`config.mk`:
```
export PLATFORM = sky130hd
export DESIGN_NAME = uart_rx_oversample_flat
export DESIGN_NICKNAME = d
export VERILOG_FILES = /design/src/rtl/uart_pkg.sv /design/src/rtl/uart_rx_oversample_if.sv /design/src/rtl/sync_2ff.sv /design/src/rtl/uart_rx_oversample.sv /design/src/flat_wrapper.sv
export SDC_FILE = /design/constraint.sdc
export NUM_CORES = 1
export LEC_CHECK = 0
export BUFFER_PORTS_ARGS = -buffer_cell sky130_fd_sc_hd__clkbuf_2
export CAP_MARGIN = 5
export CORE_UTILIZATION = 48
export DETAILED_ROUTE_END_ITERATION = 12
export PLACE_DENSITY = 0.76
export SETUP_SLACK_MARGIN = 0.5
export SYNTH_ARGS = -nofsm -noshare
export SYNTH_HDL_FRONTEND = slang
export SYNTH_SLANG_ARGS = --single-unit
export TNS_END_PERCENT = 1
```
`constraint.sdc`:
```
create_clock -name clk -period 1.65 [get_ports clk]
set_clock_uncertainty 0.15 [all_clocks]
set_input_delay 0.165 -clock clk [delete_from_list [all_inputs] [get_ports clk]]
set_output_delay 0.165 -clock clk [all_outputs]
set_load 0.02 [all_outputs]
```
`src/rtl/uart_pkg.sv`:
```
// UART definitions shared by the receiver and the transmitter.
// UART_RX_PARITY_EN adds the PARITY state to the receiver state encoding.
package uart_pkg;

  localparam int OVERSAMPLE = 16;
  localparam int MID_TICK   = 7;

  typedef enum logic [2:0] {
    IDLE   = 3'd0,
    START  = 3'd1,
    DATA   = 3'd2,
`ifdef UART_RX_PARITY_EN
    PARITY = 3'd3,
`endif
    STOP   = 3'd4
  } state_t;

  // Even parity: nonzero when data bits plus parity bit hold an odd number of ones.
  function automatic logic even_parity_err(input logic [7:0] data, input logic par_bit);
    return (^data) ^ par_bit;
  endfunction

endpackage

```
`src/rtl/uart_rx_oversample_if.sv`:
```
// Serial-side and word-side signals of the oversampling UART receiver.
interface uart_rx_oversample_if #(
  parameter int DBIT = 8
);

  logic            rx;
  logic            s_tick;
  logic [DBIT-1:0] dout;
  logic            rx_done_tick;
  logic            frame_err;
  logic            parity_err;

  modport master (
    output rx, s_tick,
    input  dout, rx_done_tick, frame_err, parity_err
  );

  modport slave (
    input  rx, s_tick,
    output dout, rx_done_tick, frame_err, parity_err
  );

endinterface

```
`src/rtl/sync_2ff.sv`:
```
// Two-flop synchronizer for a single asynchronous input bit.
module sync_2ff #(
  parameter logic RESET_VAL = 1'b1
) (
  input  logic clk,
  input  logic reset,
  input  logic d,
  output logic q
);

  logic meta_r;

  // Both stages reset to the line's idle level so no false edge appears.
  always_ff @(posedge clk or posedge reset) begin
    if (reset) begin
      meta_r <= RESET_VAL;
      q      <= RESET_VAL;
    end else begin
      meta_r <= d;
      q      <= meta_r;
    end
  end

endmodule

```
`src/rtl/uart_rx_oversample.sv`:
```
// 16x oversampling UART receiver; samples each bit at its midpoint.
// Define UART_RX_PARITY_EN to receive and check an even parity bit after the data.
module uart_rx_oversample
  import uart_pkg::*;
#(
  parameter int DBIT    = 8,
  parameter int SB_TICK = 16
) (
  input logic                 clk,
  input logic                 reset,
  uart_rx_oversample_if.slave bus
);

  // Tick counter widens only when a 2-stop-bit interval needs it.
  localparam int SW = (SB_TICK > OVERSAMPLE) ? $clog2(SB_TICK) : 4;

  logic            rx_s;
  state_t          state_r;
  logic [SW-1:0]   s_r;
  logic [2:0]      n_r;
  logic [DBIT-1:0] b_r;
  logic [DBIT-1:0] dout_r;
  logic            done_r;
  logic            ferr_r;
`ifdef UART_RX_PARITY_EN
  logic            par_r;
  logic            perr_r;
`endif

  sync_2ff #(.RESET_VAL(1'b1)) u_sync (
    .clk   (clk),
    .reset (reset),
    .d     (bus.rx),
    .q     (rx_s)
  );

  // Frame FSM with tick/bit counters, shift register and registered outputs.
  always_ff @(posedge clk or posedge reset) begin
    if (reset) begin
      state_r <= IDLE;
      s_r     <= '0;
      n_r     <= 3'd0;
      b_r     <= '0;
      dout_r  <= '0;
      done_r  <= 1'b0;
      ferr_r  <= 1'b0;
`ifdef UART_RX_PARITY_EN
      par_r   <= 1'b0;
      perr_r  <= 1'b0;
`endif
    end else begin
      done_r <= 1'b0;
      case (state_r)
        IDLE: begin
          if (!rx_s) begin
            state_r <= START;
            s_r     <= '0;
          end
        end
        START: begin
          if (bus.s_tick) begin
            if (s_r == SW'(MID_TICK)) begin
              if (!rx_s) begin
                state_r <= DATA;
                s_r     <= '0;
                n_r     <= 3'd0;
              end else begin
                state_r <= IDLE;
              end
            end else begin
              s_r <= s_r + SW'(1);
            end
          end
        end
        DATA: begin
          if (bus.s_tick) begin
            if (s_r == SW'(OVERSAMPLE - 1)) begin
              s_r <= '0;
              b_r <= {rx_s, b_r[DBIT-1:1]};
              if (n_r == 3'(DBIT - 1)) begin
`ifdef UART_RX_PARITY_EN
                state_r <= PARITY;
`else
                state_r <= STOP;
`endif
              end else begin
                n_r <= n_r + 3'd1;
              end
            end else begin
              s_r <= s_r + SW'(1);
            end
          end
        end
`ifdef UART_RX_PARITY_EN
        PARITY: begin
          if (bus.s_tick) begin
            if (s_r == SW'(OVERSAMPLE - 1)) begin
              s_r     <= '0;
              par_r   <= rx_s;
              state_r <= STOP;
            end else begin
              s_r <= s_r + SW'(1);
            end
          end
        end
`endif
        STOP: begin
          // A falling rx inside the stop interval is ignored until IDLE.
          if (bus.s_tick) begin
            if (s_r == SW'(SB_TICK - 1)) begin
              dout_r  <= b_r;
              ferr_r  <= ~rx_s;
              done_r  <= 1'b1;
              state_r <= IDLE;
`ifdef UART_RX_PARITY_EN
              perr_r  <= even_parity_err(8'(b_r), par_r);
`endif
            end else begin
              s_r <= s_r + SW'(1);
            end
          end
        end
        default: begin
          state_r <= IDLE;
        end
      endcase
    end
  end

  assign bus.dout         = dout_r;
  assign bus.rx_done_tick = done_r;
  assign bus.frame_err    = ferr_r;
`ifdef UART_RX_PARITY_EN
  assign bus.parity_err   = perr_r;
`else
  assign bus.parity_err   = 1'b0;
`endif

endmodule

```
`src/flat_wrapper.sv`:
```
// flat-port wrapper written by rule: the top's interface ports become plain ports
module uart_rx_oversample_flat import uart_pkg::*;
#(
  parameter int DBIT    = 8,
  parameter int SB_TICK = 16
)
  (clk, reset, bus_rx, bus_s_tick, bus_dout, bus_rx_done_tick, bus_frame_err, bus_parity_err);
  uart_rx_oversample_if #(.DBIT(DBIT)) bus_i ();
  input logic clk;
  input logic reset;
  input wire logic [$bits(bus_i.rx)-1:0] bus_rx;
  input wire logic [$bits(bus_i.s_tick)-1:0] bus_s_tick;
  output wire logic [$bits(bus_i.dout)-1:0] bus_dout;
  output wire logic [$bits(bus_i.rx_done_tick)-1:0] bus_rx_done_tick;
  output wire logic [$bits(bus_i.frame_err)-1:0] bus_frame_err;
  output wire logic [$bits(bus_i.parity_err)-1:0] bus_parity_err;
  assign bus_i.rx = bus_rx;
  assign bus_i.s_tick = bus_s_tick;
  assign bus_dout = bus_i.dout;
  assign bus_rx_done_tick = bus_i.rx_done_tick;
  assign bus_frame_err = bus_i.frame_err;
  assign bus_parity_err = bus_i.parity_err;
  uart_rx_oversample #(.DBIT(DBIT), .SB_TICK(SB_TICK)) u_core (.clk(clk), .reset(reset), .bus(bus_i));
endmodule
```
==> results.tsv <==
metric	value	unit
CP Class	flop to flop	
row count	20	
I/O Pins	15	
Final Worst Setup Slack	-0.123	ns
Post-Syn Instances	124	
DRC Markers	0	
via count	1104	
Distinct cells, synth	42	
max layer used	met4	
power density over cell area	1180	nW/um2
wire per inst	15.9	um
FF-to-FF Start	u_core.s_r[0]$_DFFE_PP0P_	
placed inst area	1830	um2
die area	3390	um2
Design Power	0.00253	W
via/cell ratio	5.13	
number of buffers and inverters on the critical path	0	
DR iter-0 viols	41	
Core Area	3030	um2
first-pass GRT wire length	5.56	mm
Initial Utilization	50.0	%
met3 wire length	164	um
Final Hold Fails	0	
#FFs+latches synth	30	
Post-Route WL	3.43	mm
GRT overflow	0	
R2R setup slack	-0.12	ns
largest net degree at the start of global routing	21	
outcome	finished, violations left	
CP Data Required Time	1.73	ns
most frequent cells in the layout	dfrtp_1 (26), buf_4 (24), mux2_4 (16), clkbuf_8 (10)	
clock root buffer	clkbuf_4	
sequential area share after synthesis	49.7	%
violated checks	negative setup slack	
TritonRoute pass-1 iters	4	
CP cell instances	ha_4, and3_4, nor2_2, nor4_4, mux2_4	
clock latency on the worst-skew pair	0.34	ns
CTS sink count	30	
Max stage delay cell, worst path	dfrtp_1	
TNS Setup	-1.82	ns
metal2 WL	1.77	mm
# diodes	0	
Leakage	0.971	nW
Critical Path Sink Type	flop	
Die Wd	58.2	um
gr usage total	22.7	%
Pins Over Slew Limit	0	
post-route ant nets	0	
Peak supply drop	0.745	mV
Yosys warnings	0	
reg2reg path depth	5	
Avg Synthesized Cell Area	12.2	um2
Finish-stage setup viols	22	
RSZ-0062 raised after global routing	true	
CP Launch Type	flop	
Die H	58.2	um
register area	756	um2
Detail Placement HPWL	2.23	mm
cts bufs inserted	5	
M1 WL	1.45	mm
Post-synth ARST share	100	%
multi-input logic area	791	um2
commonest non-fill, non-tap cell in the layout	dfrtp_1	
fraction of layout cells with a size suffix above 1	54.4	%
Tmin final	1.77	ns
Largest stage delay, worst path	0.41	ns
syn nets	131	
Post-synth EDFFs	0	
Main synth FF type	dfrtp_1	
CP top delay family	simple AND/OR/NAND/NOR gates	
pre-CTS setup slack	-0.198	ns
CTS max path bufs	2	
max cap viols	0	
initial antenna violation count	0	
min-delay worst type	input port to asynchronous set/reset pin	
Max Fclk	564	MHz
CTS tree	yes	
final instance area	2140	um2
P&R area growth vs syn	41.5	%
fin crit share	107	%
synthesized area	1520	um2
FF-to-FF End	u_core.n_r[0]$_DFFE_PP0P_	
clock-pin slew on the worst setup and hold paths	0.10	ns
fill count	200	
RePlAce Congestion	0.927	
H-tree depth	2	
number of global-route vias before repair	1170	
CP arrival	1.85	ns
IO Port Bufs	13	
top fanout value on the critical path	4	
nets@finish	177	
[what timing repair did]
item / CTS / global route
hold buffers: 2 / 0
resized for setup: 40 / 8
endpoints found under the setup margin: 38 / 40
buffers inserted: 5 / 0
hold endpoints to repair: 11 / 0
pin swaps: 10 / 6
[cell type report]
| class | count | area share [%] |
|---|---|---|
| tap | 44 | 2.57 |
| sequential | 30 | 35.2 |
| clock inverter | 3 | 1.87 |
| multi-input combinational | 83 | 36.9 |
| clock buffer | 5 | 1.75 |
| timing repair buffer | 45 | 20.5 |
| inverter | 5 | 1.17 |
[worst reg2reg max path, delay by kind of cell (launching register included)]
family	cells	cell delay, ns
simple gates	3	0.60
flops	1	0.41
mux	1	0.33
fa+ha+maj	1	0.17
[worst max-delay path by stage]
stage,start,to,slack (ns),depth (start not counted)
floorplan,u_core.n_r[0]$_DFFE_PP0P_,u_core.n_r[0]$_DFFE_PP0P_,-0.11,6
global placement,u_core.state_r[1]$_DFFE_PP0P_,u_core.b_r[0]$_DFFE_PP0P_,-0.14,3
detailed placement,u_core.state_r[1]$_DFFE_PP0P_,u_core.n_r[0]$_DFFE_PP0P_,-0.20,4
CTS,u_core.state_r[0]$_DFFE_PP0P_,u_core.n_r[0]$_DFFE_PP0P_,-0.14,4
global route,u_core.n_r[1]$_DFFE_PP0P_,u_core.n_r[1]$_DFFE_PP0P_,-0.18,7
finish,u_core.s_r[0]$_DFFE_PP0P_,u_core.n_r[0]$_DFFE_PP0P_,-0.12,5
[layer usage]
layer	track usage [%]	vias to the layer above
met5	0	-
met2	38.3	27
met3	8.93	6
li1	-	527
met4	6.46	0
met1	27.0	544
[sequential cells by signal, indices dropped and copies added, names as in the netlist]
signal,count
u_core.u_sync.q,1
u_core.s_r,4
u_core.n_r,3
u_core.bus.dout,8
u_core.bus.frame_err,1
u_core.state_r,3
u_core.b_r,8
u_core.u_sync.meta_r,1
u_core.bus.rx_done_tick,1
[Yosys cell counts, types with 2 or more instances]
cell type,n,area share [%]
or3b_4,2,1.5
nand2_1,5,1.2
buf_4,2,0.99
a21oi_1,3,0.99
nand3_1,2,0.66
o21ai_0,6,2.0
nor2_2,2,0.83
inv_1,5,1.2
dfrtp_1,28,46
mux2_4,8,7.9
mux2_2,9,6.7
ha_1,3,2.5
a32o_1,2,1.3
nor3_1,3,0.99
dfstp_2,2,3.5
nor2b_1,3,1.2
xnor2_1,2,1.2
o22ai_1,2,0.83
nand2b_1,3,1.2
buf_6,3,2.2
nand3b_1,2,0.99
or3b_1,3,1.7
mux2i_1,2,1.3
nor2_1,4,0.99
[cell families (layout without fill, tap and decap cells)]
kind of cell | Yosys count | in the layout | synth area share, %
AO/OA/AOI/OAI | 20 | 20 | 8.84
XOR/XNOR | 3 | 3 | 1.73
adder cells (fa/ha/maj) | 3 | 3 | 2.48
buffers and inverters | 11 | 58 | 4.79
flip-flops | 30 | 30 | 49.7
multiplexers | 19 | 19 | 15.9
other | 1 | 1 | 0.247
AND/OR/NAND/NOR | 37 | 37 | 16.3
[through the flow]
step	util (%)	instances	hold WS [ns]
after floorplan	-	124	0.0195
after global placement	60.4	200	0.0301
after detailed placement	60.4	200	0.0425
after CTS	70.3	215	0.176
after global routing	70.8	215	0.206
final	70.8	215	0.167
[report_power, final]
part           total [W]  leakage [nW]  switching (W)  internal [W]
registers       0.000969         0.396       0.000120      0.000849
logic           0.000980         0.530       0.000413      0.000566
clock network   0.000579        0.0450       0.000266      0.000313
Note: power is estimated with default switching activity, not from simulation.
